[src/rtl/kern_th_edge.sv]
// Thresholded 4-neighbour edge detector: flags |right-left| and |down-up| against THRESH, one-cycle latency.
// Optional macro KERN_TH_EDGE_SIGN_EN adds registered gradient sign outputs sgnx/sgny.
module kern_th_edge #(
   parameter int unsigned THRESH = 32
) (
   input  logic        clock,
   input  logic        reset,
   input  logic        valid_in,
   input  logic [31:0] block_in,
   output logic        valid_out,
   output logic        thdx,
   output logic        thdy
`ifdef KERN_TH_EDGE_SIGN_EN
   ,
   output logic        sgnx,
   output logic        sgny
`endif
);

   logic signed [8:0] dx_p0;
   logic signed [8:0] dy_p0;
   logic              thdx_p1;
   logic              thdy_p1;
   logic              sgnx_p1;
   logic              sgny_p1;
   logic              vld_p1;

   // |d| of a 9-bit signed gradient; -256 cannot occur, so the magnitude always fits in 9 bits
   function automatic logic [8:0] abs_grad(input logic signed [8:0] d);
      logic signed [8:0] neg;
      neg = -d;
      return d[8] ? neg : d;
   endfunction

   function automatic logic over_thresh(input logic signed [8:0] d);
      return abs_grad(d) >= 9'(THRESH);
   endfunction

   // stage p0: widen to 9 bits before subtracting so nothing wraps
   assign dx_p0 = $signed({1'b0, block_in[23:16]}) - $signed({1'b0, block_in[7:0]});
   assign dy_p0 = $signed({1'b0, block_in[15:8]})  - $signed({1'b0, block_in[31:24]});

   // stage p1: flag registers hold while no valid sample arrives
   always_ff @(posedge clock) begin
      if (reset) begin
         vld_p1  <= 1'b0;
         thdx_p1 <= 1'b0;
         thdy_p1 <= 1'b0;
         sgnx_p1 <= 1'b0;
         sgny_p1 <= 1'b0;
      end else begin
         vld_p1 <= valid_in;
         if (valid_in) begin
            thdx_p1 <= over_thresh(dx_p0);
            thdy_p1 <= over_thresh(dy_p0);
            sgnx_p1 <= dx_p0[8];
            sgny_p1 <= dy_p0[8];
         end
      end
   end

   assign valid_out = vld_p1;
   assign thdx      = thdx_p1;
   assign thdy      = thdy_p1;
`ifdef KERN_TH_EDGE_SIGN_EN
   assign sgnx      = sgnx_p1;
   assign sgny      = sgny_p1;
`else
   logic unused_sgn;
   assign unused_sgn = sgnx_p1 ^ sgny_p1;
`endif

endmodule

[config.mk]
export PLATFORM = sky130hd
export DESIGN_NAME = kern_th_edge
export DESIGN_NICKNAME = d
export VERILOG_FILES = /design/src/rtl/kern_th_edge.sv
export SDC_FILE = /design/constraint.sdc
export NUM_CORES = 1
export LEC_CHECK = 0
export BUFFER_PORTS_ARGS = -buffer_cell sky130_fd_sc_hd__buf_2
export CORE_AREA = 2 2 52 54
export CTS_CLUSTER_DIAMETER = 80
export DETAILED_ROUTE_END_ITERATION = 8
export DIE_AREA = 0 0 54 56
export GPL_TIMING_DRIVEN = 0
export PLACE_DENSITY = 0.77
export SETUP_SLACK_MARGIN = 0.5
export SYNTH_ARGS = -nofsm -noshare
export SYNTH_HDL_FRONTEND = slang
export SYNTH_SLANG_ARGS = --single-unit
export TNS_END_PERCENT = 10
[constraint.sdc]
create_clock -name clock -period 2.42 [get_ports clock]
set_clock_uncertainty 0.15 [all_clocks]
set_input_delay 0.242 -clock clock [delete_from_list [all_inputs] [get_ports clock]]
set_output_delay 0.242 -clock clock [all_outputs]
set_load 0.005 [all_outputs]
==> flow_summary.ini <==
[outcome]
status = completed

[global_route]
grt.total_usage_pct = 19.3
grt_overflow_total = 0
grt_max_degree = 11
grt_antenna_before_repair = 0
grt_pass1_wl_mm = 4.57
grt_pass1_vias = 1173

[final_layout]
drive_above_1_share_pct = 40.0
final.fill_count = 198
final_cell_mix = 36 x buf_2, 20 x inv_1, 14 x ha_1
utilization_pct = 68.9
instances_no_fill = 230
antenna_cells = 0
mostFrequentLayoutCell = buf_2
num-nets-final = 256
area_growth_pct = 41.4

[sta]
holdWs_ps = 41.9
tightest_slew_ps = 499
setup_viol = 0
min_period_over_period_pct = 88.8
fin_crit_ps = 2150
setup-tns-final_ps = 0
drv_slew = 0
grt_setup_unrepaired = yes
hold_viol = 0
timing.slew.headroom_pct = 66.7
fmax_ghz = 0.465

[floorplan]
core_area_um2 = 2430
start_util_pct = 48.8
die_y_um = 56
die_area_um2 = 3020
num_rows = 18
dieWidth_um = 54
io_pins = 38

[logic_synthesis]
synthCells = 154
syn-num-nets = 209
seq_area_frac_synth_pct = 5.06
ys_warn_count = 0
synth_ff_type = dfxtp_1
synth-seq-cells = 3
ys_types = 53
syn_area_um2 = 1190
async_reset_ff_share_pct = 0
synth-edff-count = 0
syn_avg_cell_area_um2 = 7.70

[place]
gp_congestion = 0.834
portBuffers = 37
dpl.hpwl_mm = 2.22
place_inst = 221

[worst_hold_path]
worstHoldPathType = in -> reg

[drt]
vias_per_cell = 5.65
post_drt_wl_per_cell_um = 14.2
drc_errors = 0
first_pass_iters = 4
drtIter0Drc = 36
drt_wl_total_mm = 3.26
drtAntennaViolNets = 0
num_vias = 1299

[power]
p_leak_uw = 0.000792
power_density_nw_per_um2 = 341
vdd_drop_max_mv = 0.257

[clock_network]
cts-root-buf = clkbuf_4
clk_latency_ps = 240
path_clk_slew_ps = 40
cts_tree = done
clock_path_buffers = 2
cts_sinks = 3
cts_buffers = 3
h-tree-depth = 1

[critical_path]
crit_type = in -> reg
worstPathArrival_ps = 2150
end_kind = register
startpoint_type = input port
critPathRequiredTime_ps = 2420
path_max_fanout = 3
r2r_slack_ps = 1580

[job]
maxCapViolCount = 0
routing by layer:
metal | up-vias | share of wire, % | GRT usage [%] | wire length [um]
met1 | 595 | 39 | 19.9 | 1260
li1 | 663 | - | - | -
met5 | - | 0 | 0 | 0
met2 | 35 | 57 | 39.2 | 1850
met3 | 6 | 2.6 | 1.61 | 84
met4 | 0 | 1.8 | 4.29 | 59
synth_stat cells, types with 2 or more instances:
library cell,instances,area [um^2]
a2111oi_0,3,26.3
a211oi_1,2,15.0
a21o_1,4,30.0
a21oi_1,6,30.0
a22o_1,2,17.5
a311oi_1,2,17.5
dfxtp_1,3,60.1
fa_1,2,40.0
ha_1,18,225
inv_1,25,93.8
mux2i_1,2,20.0
nand2_1,5,18.8
nand2b_1,5,31.3
nor2_1,11,41.3
nor3_1,4,20.0
nor3b_1,6,45.0
o2111ai_1,2,17.5
o211ai_1,2,15.0
o21a_1,5,37.5
o21ai_0,7,35.0
o21bai_1,3,22.5
or3_1,2,12.5
xnor2_1,2,17.5
xor2_1,2,17.5
metrics by stage:
| step | cell area, um^2 | setup slack [ps] | total power [uW] |
|---|---|---|---|
| floorplan | 1210 | 239 | 303 |
| global placement | 1430 | -13.6 | 370 |
| detailed placement | 1430 | -68.8 | 383 |
| CTS | 1530 | 208 | 501 |
| global route | 1680 | 211 | 618 |
| finish | 1680 | 271 | 572 |
logic make-up (layout without fill, tap and decap cells):
logic type	Yosys count	after routing	synth area share, %
buffers and inverters	27	73	9.28
adder cells (fa/ha/maj)	20	20	22.4
flip-flops	3	3	5.06
multiplexers	2	2	1.69
AO/OA/AOI/OAI	53	53	35.9
AND/OR/NAND/NOR	45	45	22.8
XOR/XNOR	4	4	2.95
state kept, by name, indices dropped and copies added (netlist names):
name / flops
thdx: 1
thdy: 1
valid_out: 1
power breakdown:
part / total, uW / internal [uW] / switching, uW
combinational: 426 / 206 / 220
clock: 89.4 / 61.9 / 27.5
sequential: 56.2 / 54.4 / 1.79
critical path, stage by stage:
cell and delay (ps):
buf_6 100, inv_4 40, ha_4 120, inv_2 40, fa_2 370, a21o_1 180, a21oi_2 190, xnor2_2 120
o41ai_4 400, a2111oi_4 120, nor3b_2 220
what timing repair did:
item | 4_1_cts | 5_1_grt
cloned | 0 | 0
hold buffers | 0 | 0
pin swaps | 9 | 18
resized for setup | 14 | 22
setup endpoints to repair | 2 | 2
setup buffers | 1 | 4
area by class of cell:
type / instances / area (um^2) / area share, %
clock buffers: 4 / 26.3 / 1.57
inverters: 25 / 98.8 / 5.90
flip-flops and latches: 3 / 60.1 / 3.58
multi-input cells: 124 / 1200 / 71.7
well taps: 30 / 37.5 / 2.24
plain buffers: 2 / 16.3 / 0.970
repair buffers: 42 / 235 / 14.0
path summary, 6_finish.rpt:
check / start / to / cells past startpoint
hold / removal: reset / valid_out$_SDFF_PP0_ / 2
hold reg to reg: thdx$_SDFFE_PP0P_ / thdx$_SDFFE_PP0P_ / 2
setup reg to reg: thdx$_SDFFE_PP0P_ / thdx$_SDFFE_PP0P_ / 2
setup / recovery: block_in[8] / thdy$_SDFFE_PP0P_ / 11
No activity file was read; power rests on OpenSTA's default activity.
